**src/rtl/uart_pkg.sv**
```systemverilog
// Shared UART definitions: receiver state encoding and default bit timing.
package uart_pkg;

  typedef enum logic [2:0] {
    IDLE       = 3'd0,
    START      = 3'd1,
    DATA       = 3'd2,
    STOP       = 3'd3,
    BREAK_WAIT = 3'd4
  } rx_state_t;

  localparam int CLK_HZ               = 100_000_000;
  localparam int BAUD                 = 115200;
  localparam int CLKS_PER_BIT_DEFAULT = CLK_HZ / BAUD;

endpackage

```
**src/rtl/uart_rx_ctrl.sv**
```systemverilog
// 8N1-style UART receive sequencer: centre-samples each bit of the synchronized
// line, strobes good bytes and flags frames whose stop bit is low.
module uart_rx_ctrl
  import uart_pkg::*;
#(
  parameter int CLKS_PER_BIT = CLKS_PER_BIT_DEFAULT,
  parameter int DATA_BITS    = 8
) (
  input  logic                 clock,
  input  logic                 reset,
  input  logic                 rx_sync,
  output logic [DATA_BITS-1:0] rx_data,
  output logic                 rx_valid,
  output logic                 frame_error,
  output logic                 busy
);

  localparam int CNT_W = $clog2(CLKS_PER_BIT);
  localparam int IDX_W = $clog2(DATA_BITS);
  localparam int HALF  = CLKS_PER_BIT / 2;

  localparam logic [CNT_W-1:0] HALF_M1  = CNT_W'(HALF - 1);
  localparam logic [CNT_W-1:0] BIT_M1   = CNT_W'(CLKS_PER_BIT - 1);
  localparam logic [CNT_W-1:0] CNT_ONE  = CNT_W'(1);
  localparam logic [IDX_W-1:0] LAST_IDX = IDX_W'(DATA_BITS - 1);
  localparam logic [IDX_W-1:0] IDX_ONE  = IDX_W'(1);

  rx_state_t            state_q, state_d;
  logic [CNT_W-1:0]     cnt_q, cnt_d;
  logic [IDX_W-1:0]     idx_q, idx_d;
  logic [DATA_BITS-1:0] shift_q, shift_d;
  logic [DATA_BITS-1:0] data_q, data_d;
  logic                 valid_q, valid_d;
  logic                 ferr_q, ferr_d;
  logic                 busy_q;

  // Next-state, bit timer and strobe decode
  always_comb begin
    state_d = state_q;
    cnt_d   = cnt_q;
    idx_d   = idx_q;
    shift_d = shift_q;
    data_d  = data_q;
    valid_d = 1'b0;
    ferr_d  = 1'b0;
    case (state_q)
      IDLE: begin
        if (!rx_sync) begin
          state_d = START;
          cnt_d   = {CNT_W{1'b0}};
        end else begin
          state_d = IDLE;
        end
      end
      START: begin
        // A start bit that is high again at its centre was only a glitch
        if (cnt_q == HALF_M1) begin
          if (!rx_sync) begin
            state_d = DATA;
            cnt_d   = {CNT_W{1'b0}};
            idx_d   = {IDX_W{1'b0}};
          end else begin
            state_d = IDLE;
          end
        end else begin
          cnt_d = cnt_q + CNT_ONE;
        end
      end
      DATA: begin
        if (cnt_q == BIT_M1) begin
          shift_d[idx_q] = rx_sync;
          cnt_d          = {CNT_W{1'b0}};
          if (idx_q == LAST_IDX) begin
            state_d = STOP;
            idx_d   = {IDX_W{1'b0}};
          end else begin
            idx_d = idx_q + IDX_ONE;
          end
        end else begin
          cnt_d = cnt_q + CNT_ONE;
        end
      end
      STOP: begin
        if (cnt_q == BIT_M1) begin
          cnt_d = {CNT_W{1'b0}};
          if (rx_sync) begin
            data_d  = shift_q;
            valid_d = 1'b1;
            state_d = IDLE;
          end else begin
            ferr_d  = 1'b1;
            state_d = BREAK_WAIT;
          end
        end else begin
          cnt_d = cnt_q + CNT_ONE;
        end
      end
      BREAK_WAIT: begin
        // A held-low line must return high before another frame can start
        if (rx_sync) begin
          state_d = IDLE;
        end else begin
          state_d = BREAK_WAIT;
        end
      end
      default: begin
        state_d = IDLE;
      end
    endcase
  end

  // State, datapath and registered outputs
  always_ff @(posedge clock) begin
    if (reset) begin
      state_q <= IDLE;
      cnt_q   <= {CNT_W{1'b0}};
      idx_q   <= {IDX_W{1'b0}};
      shift_q <= {DATA_BITS{1'b0}};
      data_q  <= {DATA_BITS{1'b0}};
      valid_q <= 1'b0;
      ferr_q  <= 1'b0;
      busy_q  <= 1'b0;
    end else begin
      state_q <= state_d;
      cnt_q   <= cnt_d;
      idx_q   <= idx_d;
      shift_q <= shift_d;
      data_q  <= data_d;
      valid_q <= valid_d;
      ferr_q  <= ferr_d;
      busy_q  <= (state_q != IDLE);
    end
  end

  assign rx_data     = data_q;
  assign rx_valid    = valid_q;
  assign frame_error = ferr_q;
  assign busy        = busy_q;

endmodule

```
**config.mk**
```make
export PLATFORM = sky130hd
export DESIGN_NAME = uart_rx_ctrl
export DESIGN_NICKNAME = d
export VERILOG_FILES = /design/src/rtl/uart_pkg.sv /design/src/rtl/uart_rx_ctrl.sv
export SDC_FILE = /design/constraint.sdc
export NUM_CORES = 1
export LEC_CHECK = 0
export ABC_AREA = 1
export ABC_CLOCK_PERIOD_IN_PS = 1900
export CAP_MARGIN = 20
export CORE_ASPECT_RATIO = 2
export CORE_MARGIN = 2
export CORE_UTILIZATION = 60
export CTS_BUF_LIST = sky130_fd_sc_hd__clkbuf_4 sky130_fd_sc_hd__clkbuf_8
export CTS_CLUSTER_DIAMETER = 50
export DETAILED_ROUTE_END_ITERATION = 10
export GPL_ROUTABILITY_DRIVEN = 1
export MAX_ROUTING_LAYER = met4
export PLACE_DENSITY = 0.93
export SKIP_CTS_REPAIR_TIMING = 1
export SYNTH_ARGS = -nofsm -noshare
export SYNTH_HDL_FRONTEND = slang
export SYNTH_SLANG_ARGS = --single-unit
```
**constraint.sdc**
```tcl
create_clock -name clock -period 1.9 [get_ports clock]
set_input_delay 0.38 -clock clock [delete_from_list [all_inputs] [get_ports clock]]
set_output_delay 0.38 -clock clock [all_outputs]
set_load 0.05 [all_outputs]
```
* Word-level counts from Yosys, hierarchy flattened
Index checks and enable logic that the tools add are counted.
** Storage, ports and cells
- Bits of input ports :: 3
- Output and inout port bits :: 11
- Register bits after elaboration :: 35
- Word-level logic and storage cells :: 59
** Operators by class
- Multiplexer cells :: 22
- Add/subtract/negate cells :: 2
- Equal/unequal tests :: 12
- Bitwise gates (word level) :: 2
- Reductions and logical operators :: 11
- Order comparisons :: 2
** Operators with widths (number)
- $mux W10 :: 3
- $pmux W10 S3 :: 1
- $mux W3 :: 9
- $pmux W3 S5 :: 1
- $add A10 B1 Y10 const B :: 1
- $eq A10 B10 Y1 const B :: 1
- $eq A10 B9 Y1 const B :: 1
- $ne A2 B2 Y1 const B :: 5
- $bwmux W8 :: 1
- $reduce_and A4 Y1 :: 2
- $eq A3 B2 Y1 const B :: 2
- $eq A3 B3 Y1 const B :: 2
- $pmux W3 S2 :: 1
- $reduce_bool A3 Y1 :: 2
- $lt A3 B4 Y1 const B :: 1
- $mux W1 :: 4
- $add A3 B1 Y3 const B :: 1
- $demux W1 S3 :: 1
- $eq A3 B1 Y1 const B :: 1
- $ge A3 B1 Y1 const B :: 1
- $logic_not A3 Y1 :: 1
- $reduce_and A3 Y1 :: 1
- $reduce_or A3 Y1 :: 1
- $mux W2 :: 1
- other kinds (5) :: 6

* Logic depth before layout (Yosys ltp)
- Depth in word-level cells :: 5
- Gate-level depth with buffers :: 12
- Mapped depth without buffers :: 12

* Worst setup path after synthesis
No wires, ideal clock.
- Kind :: register to register
- Start point :: register cnt_q[0]
- End point :: register state_q[1]
- Period minus slack after synthesis :: 1562 ps
- Path slack :: 338 ps
- Required time :: 1769 ps
- Arrival time :: 1431 ps
- Buffers on the path :: 0
- Cell stages (with the launch flop) :: 11
- Library setup time :: 131 ps
- Path through :: dfxtp_1 > ha_1 > nand3_1 > nor2_2 > nand2_4 > nand2_4 > nand2_4 > inv_4 > nand2_1 > o21ai_1 > nor2_1
** Between the ends
- Longest elaborated chain between the ends :: 3
- Elaborated cells on any way between the ends :: 6
- Classes of those cells :: 5 x eq/ne; 1 x reduce/logical
** Ends and longest elaborated chain
- start, declared :: RTL line uart_rx_ctrl.sv:29 : logic [CNT_W-1:0] cnt_q, cnt_d;
- start signal, assigned :: RTL line uart_rx_ctrl.sv:116 : cnt_q <= {CNT_W{1'b0}};
- start signal, assigned :: RTL line uart_rx_ctrl.sv:125 : cnt_q <= cnt_d;
- $eq A10 B10 Y1 or $eq A10 B9 Y1 (tied branches) :: RTL line uart_rx_ctrl.sv:70, uart_rx_ctrl.sv:84, uart_rx_ctrl.sv:57
- $ne A2 B2 Y1 (no source line)
- $reduce_and A4 Y1 (no source line) *
- end signal, assigned :: RTL line uart_rx_ctrl.sv:124 : state_q <= state_d;
- end, declared :: RTL line uart_rx_ctrl.sv:28 : rx_state_t state_q, state_d;
Every way passes the cells marked *; elsewhere a longest branch is shown, timed or not.
A chain may end at the register's enable or synchronous reset.

* Worst setup path in the final report
- Start point :: register data_q[6] (netlist: rx_data[6])
- End point :: output port rx_data[6]
** RTL lines
- start, declared :: RTL line uart_rx_ctrl.sv:32 : logic [DATA_BITS-1:0] data_q, data_d;
- start signal, assigned :: RTL line uart_rx_ctrl.sv:119 : data_q <= {DATA_BITS{1'b0}};
- start signal, assigned :: RTL line uart_rx_ctrl.sv:128 : data_q <= data_d;
- end, declared :: RTL line uart_rx_ctrl.sv:12 : output logic [DATA_BITS-1:0] rx_data,
No word-level cell between the ends.

==> results.tsv <==
stage	metric	value	unit
setup_path	arrival	1.42	ns
synth	avgSynthCellArea	6.90	um^2
sta	worstMarginPinSlew	0.508	ns
pwr	p_leak	0.944	nW
synth	syn_inst	284	
run	max_cap_viol_count	0	
clock_tree	cts_buffers	5	
global_routing	track_usage	29.9	%
setup_path	crit_buf_inv	1	
floorplan	die_w	44.4	um
sta	finClkSkew	0.00662	ns
sta	finalSetupViolations	0	
placement	gp_congestion	1.09	
setup_path	critical_path_class	flip-flop to output pin	
synth	async_flop_share	0	%
detailed_routing	via_per_inst	5.86	
clock_tree	clk_pin_slew_worst_paths	0.07	ns
sta	max_freq	0.556	GHz
synth	synth-edff-count	0	
setup_path	end_kind	output pin	
layout	n_fill_cell	242	
layout	insertedDiodeCount	0	
detailed_routing	drtPass1Iterations	4	
setup_path	startpoint	rx_data[6]	
global_routing	antenna_found_initial	0	
clock_tree	cts_tree	yes	
sta	final.period_utilization	94.7	%
clock_tree	cts_root_buf	clkbuf_8	
setup_path	rr_startpoint	cnt_q[1]	
floorplan	io_pins	14	
placement	hpwl	3600	um
synth	synth-seq-cells	35	
floorplan	core_area	3160	um^2
layout	drive_above_1_share	15.8	%
floorplan	dieArea	3770	um^2
setup_path	worstSetupPathDepth	1	
detailed_routing	ant_nets	0	
global_routing	grt_pass1_wl	8130	um
detailed_routing	wl_per_cell	14.6	um
sta	tns	0	ns
layout	nNetsFinal	310	
setup_path	reg2reg_depth	10	
setup_path	max_stage_delay	0.80	ns
detailed_routing	drcViolationCount	0	
floorplan	core.rowCount	29	
synth	ys.flop_type	dfxtp_1	
clock_tree	cts_max_path_buffers	2	
global_routing	grt_max_degree	24	
detailed_routing	initialDrtViolationCount	109	
pwr	power.density	1150	nW/um^2
setup_path	crit_fanout	2	
global_routing	grt_pass1_vias	1868	
layout	final_util	71.0	%
sta	hold_viol	0	
floorplan	start_util	62.1	%
run_status	status	completed	
synth	ys_types	32	
synth	netlist_area	1960	um^2
clock_tree	htreeDepth	2	
layout	syn_to_final_growth	14.4	%
synth	seq_area_frac_synth	35.7	%
setup_path	required	1.52	ns
min_path	hp-class	flip-flop to flip-flop	
placement	port_buffers	13	
min_path	min_from	rx_data[1]	
clock_tree	cts.sinks	35	
synth	yosys_warnings	0	
synth	syn-num-nets	291	
pwr	vdd_ir_drop_max	939	uV
global_routing	grt_overflow	0	
sta	slew_viol_final	0	
sta	fin_crit	1.80	ns
setup_path	crit_family	buffers and inverters	
floorplan	die-height	84.8	um
sta	maxSlewHeadroom	66.0	%
clock_tree	clk-insertion-delay-late	0.29	ns
setup_path	start_kind	flip-flop	
setup_path	path_cells	clkdlybuf4s50_1	
detailed_routing	num_vias	1963	
setup_path	slowest_stage	clkdlybuf4s50_1	
detailed_routing	wirelength	4880	um
min_path	holdPathStages	2	
through the flow:
stage / hold WS (ns) / cell area, um^2 / setup slack (ns) / total power [W] / instances
6_report: 0.443 / 2240 / 0.101 / 0.00257 / 335
5_1_grt: 0.456 / 2240 / -0.0165 / 0.00273 / 335
4_1_cts: 0.444 / 2230 / 0.0860 / 0.00254 / 335
3_5_place_dp: 0.434 / 2140 / 0.0929 / 0.00199 / 327
3_3_place_gp: 0.430 / 2140 / 0.0935 / 0.00196 / 327
2_1_floorplan: 0.421 / 1960 / 0.338 / 0.00174 / 284
flip-flops by register name, indices dropped and copies added (netlist names):
name / flops
idx_q: 3
busy: 1
rx_data: 8
cnt_q: 10
state_q: 3
rx_valid: 1
frame_error: 1
shift_q: 8
metal layers:
layer / wire, um / GRT usage (%) / share of wire (%)
met1: 1600 / 27.5 / 33
met2: 2730 / 54.3 / 56
met3: 243 / 5.96 / 5.0
met4: 299 / 15.7 / 6.1
met5: 0 / - / 0
synth_stat cells, types with 3 or more instances:
library cell  instances  area (um^2)
nand2_4               4         45.0
nor4_1                7         43.8
nand2_2               4         25.0
o21ai_1               7         35.0
nor3_2                4         40.0
ha_1                  4         50.1
nor2_1               34          128
nand4_1               5         31.3
o21ai_0              20          100
nand3_1              20          100
dfxtp_1              35          701
nor3_1                9         45.0
clkbuf_1              3         11.3
nand2_1              40          150
inv_2                 8         30.0
a21oi_1              21          105
inv_1                39          146
path summary, 6_finish.rpt:
path	end	slack (ns)
max	rx_data[6]	0.10
min	rx_data[1]	0.44
max reg2reg	state_q[1]	0.16
min reg2reg	rx_data[1]	0.44
cells by family (layout without fill, tap and decap cells):
group	after synthesis	in the layout	share of synthesized area, %
AO/OA/AOI/OAI	52	52	13.8
AND/OR/NAND/NOR	135	135	35.8
adder cells (fa/ha/maj)	4	4	2.55
flip-flops	35	35	35.7
buffers and inverters	58	78	12.1
where the power goes:
part	internal (W)	leakage, nW	total [W]	switching, W
sequential	0.000808	0.283	0.000908	0.000100
combinational	0.000339	0.612	0.00111	0.000773
clock	0.000286	0.0491	0.000551	0.000265
layout make-up:
cell class	instances	area, um^2	area share (%)
Multi-Input combinational cell	191	1030	46.1
Sequential cell	35	701	31.3
Timing Repair Buffer	22	198	8.82
Inverter	48	183	8.15
Clock buffer	7	83.8	3.74
Tap cell	31	38.8	1.73
Clock inverter	1	5.00	0.223
cells in the final DEF, fill, tap and decap left out, drive strengths merged:
master         Yosys  routed
nor2              38      38
nor3              13      13
nand3             21      21
buf                7       9
or2                1       1
clkinv             0       1
ha                 4       4
a31oi              2       2
nand4              6       6
o21ai             28      28
clkdlybuf4s50      0      13
nor4               8       8
a21oi             22      22
clkbuf             3       7
nand2             48      48
dfxtp             35      35
inv               48      48
Note: power is estimated with default switching activity, not from simulation.
